### src/rtl/food_rng.sv
// rtl/food_rng.sv - food-position generator: 32-bit LFSR, in-grid and occupancy rejection, req/valid handshake
// Optional occupancy check state is built when FOOD_RNG_OCC_CHECK_EN is defined.
module food_rng #(
    parameter int          X_BITS    = 7,
    parameter int          Y_BITS    = 7,
    parameter int          GRID_W    = 80,
    parameter int          GRID_H    = 60,
    parameter logic [31:0] SEED      = 32'hACE1_2469,
    parameter int          MAX_TRIES = 64
) (
    input  logic              clk,
    input  logic              rst,
    input  logic              seed_load,
    input  logic [31:0]       seed_in,
    input  logic              req,
    input  logic              ack,
    output logic              valid,
    output logic [X_BITS-1:0] food_x,
    output logic [Y_BITS-1:0] food_y,
    output logic              fail,
    output logic              busy,
    output logic              chk_valid,
    output logic [X_BITS-1:0] chk_x,
    output logic [Y_BITS-1:0] chk_y,
    input  logic              occ
);

    localparam int TW = $clog2(MAX_TRIES + 1);

    typedef enum logic [1:0] {
        S_IDLE   = 2'd0,
        S_SAMPLE = 2'd1,
`ifdef FOOD_RNG_OCC_CHECK_EN
        S_CHECK  = 2'd2,
`endif
        S_DONE   = 2'd3
    } state_t;

    state_t            r_state;
    state_t            w_state_nxt;
    logic [31:0]       r_lfsr;
    logic [TW-1:0]     r_tries;
    logic [TW-1:0]     w_tries_nxt;
    logic [X_BITS-1:0] r_food_x;
    logic [X_BITS-1:0] w_food_x_nxt;
    logic [Y_BITS-1:0] r_food_y;
    logic [Y_BITS-1:0] w_food_y_nxt;
    logic              r_fail;
    logic              w_fail_nxt;
    logic              r_valid;
    logic              w_valid_nxt;
    logic              r_busy;

    logic              w_lfsr_fb;
    logic [X_BITS-1:0] w_cx;
    logic [Y_BITS-1:0] w_cy;
    logic              w_in_range;
    logic              w_last_try;

    // x^32 + x^22 + x^2 + x + 1, shifted left with feedback into bit 0
    assign w_lfsr_fb  = r_lfsr[31] ^ r_lfsr[21] ^ r_lfsr[1] ^ r_lfsr[0];
    assign w_cx       = r_lfsr[X_BITS-1:0];
    assign w_cy       = r_lfsr[X_BITS+Y_BITS-1:X_BITS];
    assign w_in_range = (32'(w_cx) < 32'(GRID_W)) && (32'(w_cy) < 32'(GRID_H));
    assign w_last_try = (r_tries == TW'(MAX_TRIES - 1));

`ifdef FOOD_RNG_OCC_CHECK_EN
    logic [X_BITS-1:0] r_cand_x;
    logic [X_BITS-1:0] w_cand_x_nxt;
    logic [Y_BITS-1:0] r_cand_y;
    logic [Y_BITS-1:0] w_cand_y_nxt;

    assign chk_valid = (r_state == S_CHECK);
    assign chk_x     = chk_valid ? r_cand_x : '0;
    assign chk_y     = chk_valid ? r_cand_y : '0;
`else
    logic w_unused_occ;

    assign w_unused_occ = occ;
    assign chk_valid    = 1'b0;
    assign chk_x        = '0;
    assign chk_y        = '0;
`endif

    always_comb begin
        w_state_nxt  = r_state;
        w_tries_nxt  = r_tries;
        w_food_x_nxt = r_food_x;
        w_food_y_nxt = r_food_y;
        w_fail_nxt   = r_fail;
        w_valid_nxt  = r_valid;
`ifdef FOOD_RNG_OCC_CHECK_EN
        w_cand_x_nxt = r_cand_x;
        w_cand_y_nxt = r_cand_y;
`endif
        case (r_state)
            S_IDLE: begin
                if (req) begin
                    w_tries_nxt = '0;
                    w_state_nxt = S_SAMPLE;
                end
            end
            S_SAMPLE: begin
                if (w_in_range) begin
`ifdef FOOD_RNG_OCC_CHECK_EN
                    w_cand_x_nxt = w_cx;
                    w_cand_y_nxt = w_cy;
                    w_state_nxt  = S_CHECK;
`else
                    w_food_x_nxt = w_cx;
                    w_food_y_nxt = w_cy;
                    w_fail_nxt   = 1'b0;
                    w_valid_nxt  = 1'b1;
                    w_state_nxt  = S_DONE;
`endif
                end else if (w_last_try) begin
                    // give up: report the out-of-range candidate flagged as failed
                    w_food_x_nxt = w_cx;
                    w_food_y_nxt = w_cy;
                    w_fail_nxt   = 1'b1;
                    w_valid_nxt  = 1'b1;
                    w_state_nxt  = S_DONE;
                end else begin
                    w_tries_nxt = r_tries + TW'(1);
                end
            end
`ifdef FOOD_RNG_OCC_CHECK_EN
            S_CHECK: begin
                if (!occ || w_last_try) begin
                    w_food_x_nxt = r_cand_x;
                    w_food_y_nxt = r_cand_y;
                    w_fail_nxt   = occ;
                    w_valid_nxt  = 1'b1;
                    w_state_nxt  = S_DONE;
                end else begin
                    w_tries_nxt = r_tries + TW'(1);
                    w_state_nxt = S_SAMPLE;
                end
            end
`endif
            S_DONE: begin
                if (ack) begin
                    w_fail_nxt  = 1'b0;
                    w_valid_nxt = 1'b0;
                    w_state_nxt = S_IDLE;
                end
            end
            default: begin
                w_state_nxt = S_IDLE;
            end
        endcase
    end

    always_ff @(posedge clk) begin
        if (rst) begin
            r_lfsr   <= SEED;
            r_state  <= S_IDLE;
            r_tries  <= '0;
            r_food_x <= '0;
            r_food_y <= '0;
            r_fail   <= 1'b0;
            r_valid  <= 1'b0;
            r_busy   <= 1'b0;
`ifdef FOOD_RNG_OCC_CHECK_EN
            r_cand_x <= '0;
            r_cand_y <= '0;
`endif
        end else begin
            // reseeding never disturbs the FSM; a zero seed would lock the LFSR
            if (seed_load) begin
                r_lfsr <= (seed_in == 32'd0) ? SEED : seed_in;
            end else begin
                r_lfsr <= {r_lfsr[30:0], w_lfsr_fb};
            end
            r_state  <= w_state_nxt;
            r_tries  <= w_tries_nxt;
            r_food_x <= w_food_x_nxt;
            r_food_y <= w_food_y_nxt;
            r_fail   <= w_fail_nxt;
            r_valid  <= w_valid_nxt;
            r_busy   <= (w_state_nxt != S_IDLE);
`ifdef FOOD_RNG_OCC_CHECK_EN
            r_cand_x <= w_cand_x_nxt;
            r_cand_y <= w_cand_y_nxt;
`endif
        end
    end

    assign valid  = r_valid;
    assign fail   = r_fail;
    assign busy   = r_busy;
    assign food_x = r_food_x;
    assign food_y = r_food_y;

endmodule

### config.mk
export PLATFORM = sky130hd
export DESIGN_NAME = food_rng
export DESIGN_NICKNAME = d
export VERILOG_FILES = /design/src/rtl/food_rng.sv
export SDC_FILE = /design/constraint.sdc
export NUM_CORES = 1
export LEC_CHECK = 0
export CORE_ASPECT_RATIO = 0.8
export CORE_MARGIN = 2
export CORE_UTILIZATION = 30
export CTS_CLUSTER_DIAMETER = 50
export DETAILED_ROUTE_END_ITERATION = 8
export HOLD_SLACK_MARGIN = 0.03
export MAX_ROUTING_LAYER = met4
export PLACE_DENSITY_LB_ADDON = 0.25
export SLEW_MARGIN = 20
export SYNTH_ARGS = -nofsm -noshare
export SYNTH_HDL_FRONTEND = slang
export SYNTH_SLANG_ARGS = --single-unit
### constraint.sdc
create_clock -name clk -period 2.28 [get_ports clk]
set_clock_uncertainty 0.05 [all_clocks]
set_input_delay 0.456 -clock clk [delete_from_list [all_inputs] [get_ports clk]]
set_output_delay 0.456 -clock clk [all_outputs]
set_load 0.01 [all_outputs]
==> metrics.yaml, run 1 <==
global_routing:
  grt_pass1_wl_mm: 9.96
  gr-total-overflow: 0
  first_global_vias: 2070
  grt_max_degree: 51
  antenna_found_initial: 0
  grt_util_all_layers_pct: 14.0
logic_synthesis:
  synthTopCellsByArea: "dfxtp_1, mux2i_1, a21oi_1"
  ys_types: 35
  yosysWarnings: 0
  syn-instance-count: 297
  yosysSeqAreaShare_pct: 44.7
  yosys_register_bits: 58
  netlist.area_leader.share_pct: 44.7
  syn-cell-area_um2: 2590
  yosys.area.top_type: "dfxtp_1"
  synth_area_per_cell_um2: 8.74
power:
  pwr-share-comb_pct: 12.4
  p_clk_share_pct: 38.3
  p_sw_uw: 535
  finalPower_uw: 2230
  irDropWorstVdd_mv: 0.389
  intPower_uw: 1690
  sw_frac_of_total_pct: 24.0
  p_leak_uw: 0.00130
  power_frac_seq_pct: 49.3
  powerDensity_nw_per_um2: 659
worst_setup_path:
  path_cells: "ha_1 > and3b_4 > a22o_4 > or4_1 > a21oi_1"
  crit_family: "simple AND/OR/NAND/NOR gates"
  cp_max_fo: 26
  arrival_ns: 2.19
  r2r-start: "r_tries[0]"
  crit_path_end_kind: "register"
  cpPeakStageDelay_ns: 0.52
  startpoint_type: "register"
  path_class: "reg -> reg"
  crit_required_ns: 2.49
  worst-r2r-setup-slack_ns: 0.31
  reg2regPathDepth: 5
  cpMaxStageDelayCell: "or4_1"
  cp.buffers_inverters: 0
  r2r_end: "r_tries[3]"
finish:
  fin_nets: 385
  fill_cells: 845
  final_common_cell: "dfxtp_1"
  syn2layout_area_growth_pct: 30.3
  post-route-util_pct: 40.0
  diodes: 0
  drive_gt1_share_pct: 8.02
  layout_common_cells: "dfxtp_1, clkdlybuf4s50_1, nor2_1"
sta:
  timing.final.crit_share_pct: 86.6
  tightest_slew_ns: 0.508
  fin_hold_ws_ns: 0.398
  fin_setup_tns_ns: 0
  slew_violations: 0
  finalHoldViolCount: 0
  maxSlewHeadroom_pct: 65.8
  rsz0062_at_grt: "no"
  setup-violations-final: 0
  post-route-min-period_ns: 1.97
  max_freq_mhz: 506
floorplan:
  rows: 30
  fp.dieW_um: 108
  initial_utilization_pct: 30.7
  die_area_um2: 9410
  core_area_um2: 8450
  fp.dieH_um: 87.2
  io_pins: 70
routing:
  drt_first_pass_iters: 4
  ant_nets: 0
  drt_wl_total_mm: 5.98
  drc_errors: 0
  wl_per_cell_um: 13.0
  drt_iter0_markers: 99
  vias_per_cell: 4.69
  num_vias: 2164
worst_hold_path:
  whs_endpoint: "r_tries[6]"
  hp-class: "reg -> reg"
  whs_path_depth: 2
  min_from: "r_tries[6]"
outcome:
  status: "finished clean"
cts:
  postCtsHoldBufs: 0
  clkLatencyLatePin_ns: 0.33
  clock-sinks: 58
  postCtsSetupBuffers: 0
  post_cts_resize_count: 0
  cts_root_buf: "clkbuf_8"
  numCtsBuffers: 9
  clk_pin_slew_ns: 0.06
  clock_path_buffers: 2
  cts_max_level: 3
  cts_tree: "yes"
placement:
  dp_hpwl_mm: 4.20
  portBuffers: 53
  gp_congestion: 0.759
job:
  maxCapViolCount: 0
## how the worst max path moves through the flow
stage,start,endpoint,depth (start not counted)
after floorplan,r_tries[0],r_tries[3],5
after global placement,seed_in[9],r_lfsr[31],6
after detailed placement,seed_in[9],r_lfsr[0],6
after CTS,r_tries[0],r_tries[3],5
after global routing,r_tries[0],r_tries[3],5
final,r_tries[0],r_tries[3],5
## registers in the layout, summed over array words and instances, names as in the netlist
register and cells:
r_tries 7, food_x 7, valid 1, busy 1, r_state 2, r_lfsr 32, food_y 7, fail 1
## through the flow
step	instances	cell area [um2]	setup slack [ns]
after detailed placement	447	3210	0.110
final	461	3380	0.305
after global routing	461	3380	0.215
after floorplan	311	2650	0.524
after CTS	461	3380	0.313
after global placement	447	3210	0.133
## synth_stat cells
library cell and instances:
dfxtp_1 58, and3b_4 1, a22o_4 1, clkbuf_1 15, nand2b_1 17, ha_1 1
o221ai_1 1, or3_1 1, nand2_1 6, nor4_1 8, nor3_1 1, o31ai_1 4
a21oi_1 35, buf_4 15, nor2_1 36, o21bai_1 16, xnor2_1 2, and4_1 2
or4_1 3, a31oi_1 1, o21ai_0 15, a41oi_2 1, a22oi_2 1, nand3b_1 1
and3_4 1, nand3_1 19, conb_1 1, and3_1 1, a22oi_1 1, o21ai_1 2
mux2i_1 19, buf_2 8, nor2b_1 1, xor2_1 1, a2111oi_0 1
## power by group through the flow
stage / sequential [uW] / clock [uW] / combinational, uW
floorplan: 1110 / 0 / 178
global placement: 1120 / 0 / 276
detailed placement: 1120 / 0 / 277
CTS: 1100 / 892 / 278
global route: 1100 / 943 / 306
finish: 1100 / 853 / 277
## layout make-up
type                    instances  area [um2]  area share [%]
clock buffers                  10         128            3.77
clock inverters                 4        45.0            1.33
multi-input cells             215        1280            37.8
flip-flops and latches         58        1160            34.3
well taps                     112         140            4.14
repair buffers                 62         631            18.6
## worst register-to-register path, stage by stage (launching register included)
cell and delay [ns]:
dfxtp_1 0.37, ha_1 0.25, and3b_4 0.21, a22o_4 0.36, or4_1 0.52, a21oi_1 0.15
## logic make-up after synthesis
family | synth area share [%]
compound gates | 18.8
xor+xnor | 1.01
fa+ha+maj | 0.482
buf+inv | 8.05
flops | 44.7
mux | 7.33
other cells | 0.145
simple gates | 19.4
## per-layer routing
| layer | vias up | GRT usage, % | wire length, um |
|---|---|---|---|
| met3 | 8 | 4.86 | 240 |
| li1 | 1110 | - | - |
| met4 | 0 | 3.96 | 91 |
| met1 | 1001 | 18.7 | 3130 |
| met2 | 45 | 20.0 | 2520 |
| met5 | - | - | 0 |
(Power assumes the default switching activity.)
==> inputs of run 2 (changes only) <==
CORE_MARGIN = 10   (was 2)
==> run 2 against run 1 <==
Effect of this change:
- first-iteration DRC count grew 16%
- combinational power is essentially flat
- critical path depth is the same
- sequential share of layout area shrank 0.51 points
- design area grew 1.5%
- global-route usage shrank 3.1 points
- cell count grew 0.22%
- power grew 14%
- clock power grew 36%
- maximum frequency shrank 0.23%
- critical path type unchanged
- critical endpoint unchanged
- largest power group is now the clock network
==> metrics.yaml, run 2 (synthesized netlist as in run 1, its figures left out) <==
placement:
  portBuffers: 53  # unchanged
  dp_hpwl_mm: 4.71  # +12%
  gp_congestion: 0.767  # +0.97%
  placement.cell_area_um2: 3190  # -0.62%
  place_ws_ns: 0.112  # +0.00169 ns
floorplan:
  initial_utilization_pct: 30.7  # unchanged
  fp.dieH_um: 103  # +18%
  die_area_um2: 12800  # +36%
  io_pins: 70  # unchanged
  core_area_um2: 8450  # unchanged
  rows: 30  # unchanged
  fp.dieW_um: 124  # +15%
power:
  irDropWorstVdd_mv: 0.271  # -30%
  p_leak_uw: 0.00133  # +1.7%
  powerDensity_nw_per_um2: 740  # +12%
sta:
  setup_ws_ns: 0.301  # -0.00461 ns
  post-route-min-period_ns: 1.98  # +0.00461 ns
  setup-violations-final: 0  # unchanged
  max_freq_mhz: 505  # -0.23%
  rsz0062_at_grt: "no"
  slew_violations: 0  # unchanged
  finalHoldViolCount: 0  # unchanged
  fin_setup_tns_ns: 0  # unchanged
  maxSlewHeadroom_pct: 64.3  # -1.5 points
  tightest_slew_ns: 0.530  # +0.0219 ns
  timing.final.crit_share_pct: 86.8  # +0.20 points
cts:
  postCtsSetupBuffers: 0  # unchanged
  post_cts_resize_count: 0  # unchanged
  clock-sinks: 58  # unchanged
  cts_max_level: 3  # unchanged
  clock_path_buffers: 2  # unchanged
  cts_tree: "yes"
  clk_pin_slew_ns: 0.07  # about the same
  postCtsHoldBufs: 0  # unchanged
  cts_root_buf: "clkbuf_8"
  clkLatencyLatePin_ns: 0.35  # +0.02 ns
  numCtsBuffers: 9  # unchanged
worst_setup_path:
  r2r_end: "r_tries[3]"
  crit_path_end_kind: "register"
  reg2regPathDepth: 5  # unchanged
  worst-r2r-setup-slack_ns: 0.30  # about the same
  arrival_ns: 2.21  # +0.02 ns
  cp_max_fo: 26  # unchanged
  path_class: "reg -> reg"
  crit_required_ns: 2.51  # +0.02 ns
  r2r-start: "r_tries[0]"
  startpoint_type: "register"
outcome:
  status: "finished clean"
finish:
  max_flop_register: "r_lfsr"
  fill_cells: 865  # +2.4%
  final_area_um2: 3430  # +1.5%
  fin_nets: 384  # -0.26%
  syn2layout_area_growth_pct: 32.3
  final_common_cell: "dfxtp_1"
  drive_gt1_share_pct: 8.00  # -0.023 points
  layout_common_cells: "dfxtp_1, clkdlybuf4s50_1, nor2_1"
  diodes: 0  # unchanged
  largest_register_ffs: 32  # unchanged
worst_hold_path:
  min_from: "r_tries[6]"
  hp-class: "reg -> reg"
  whs_endpoint: "r_tries[6]"
  whs_path_depth: 2  # unchanged
routing:
  drt_first_pass_iters: 4  # unchanged
  num_vias: 2179  # +0.69%
  vias_per_cell: 4.72  # +0.48%
  drc_errors: 0  # unchanged
  ant_nets: 0  # unchanged
  drt_iter0_markers: 115  # +16%
  wl_per_cell_um: 14.3  # +10%
  drt_wl_total_mm: 6.62  # +11%
job:
  maxCapViolCount: 0  # unchanged
global_routing:
  grt_util_all_layers_pct: 10.9  # -3.1 points
  antenna_found_initial: 0  # unchanged
  grt_pass1_wl_mm: 10.6  # +6.4%
  grt_max_degree: 52  # +2.0%
  gr-total-overflow: 0  # unchanged
  first_global_vias: 2121  # +2.5%
==> run 2: cell count changes in the layout (fill, tap and decap cells not counted), sizes merged <==
| cell | change |
|---|---|
| clkbuf | +2 |
| buf | -1 |
| clkinv | -2 |
| bufinv | +2 |
==> run 2: cell type report <==
class	instances	area [um2]	share of cell area, %
Timing Repair Buffer	61	611	17.8
Clock inverter	4	98.8	2.88
Multi-Input combinational cell	215	1280	37.2
Tap cell	112	140	4.08
Clock buffer	12	145	4.23
Sequential cell	58	1160	33.8
==> run 2: worst max path at each step <==
stage	startpoint	to	slack, ns	cells past startpoint
2_1_floorplan	r_tries[0]	r_tries[3]	0.52	5
3_3_place_gp	seed_in[9]	r_lfsr[31]	0.15	6
3_5_place_dp	seed_in[9]	r_lfsr[29]	0.11	6
4_1_cts	r_tries[0]	r_tries[3]	0.30	5
5_1_grt	r_tries[0]	r_tries[3]	0.22	5
6_report	r_tries[0]	r_tries[3]	0.30	5
==> run 2: routing by layer <==
layer	track usage, %	vias to the layer above	part of all wire, %
met1	14.0	1007	48
met3	3.47	12	5.5
met4	4.51	0	1.8
met5	-	-	0
met2	15.5	46	44
li1	-	1114	-
==> run 2: critical path, cell delays in order, from the launching register on <==
cell and delay (ns):
dfxtp_1 0.36, ha_1 0.25, and3b_4 0.22, a22o_4 0.36, or4_1 0.52, a21oi_1 0.15
==> run 2: through the flow <==
step | total power, uW | hold WS [ns] | std cells | utilization, %
global route | 2650 | 0.430 | 462 | 40.7
detailed placement | 1400 | 0.384 | 446 | 37.8
floorplan | 1290 | 0.369 | 311 | -
CTS | 2570 | 0.393 | 462 | 40.7
global placement | 1400 | 0.376 | 446 | 37.8
finish | 2540 | 0.392 | 462 | 40.7
==> run 2: power breakdown <==
group	total, uW	internal, uW	switching, uW
registers	1100	1060	32.7
logic	278	140	137
clock network	1160	758	406
total	2540	1960	576
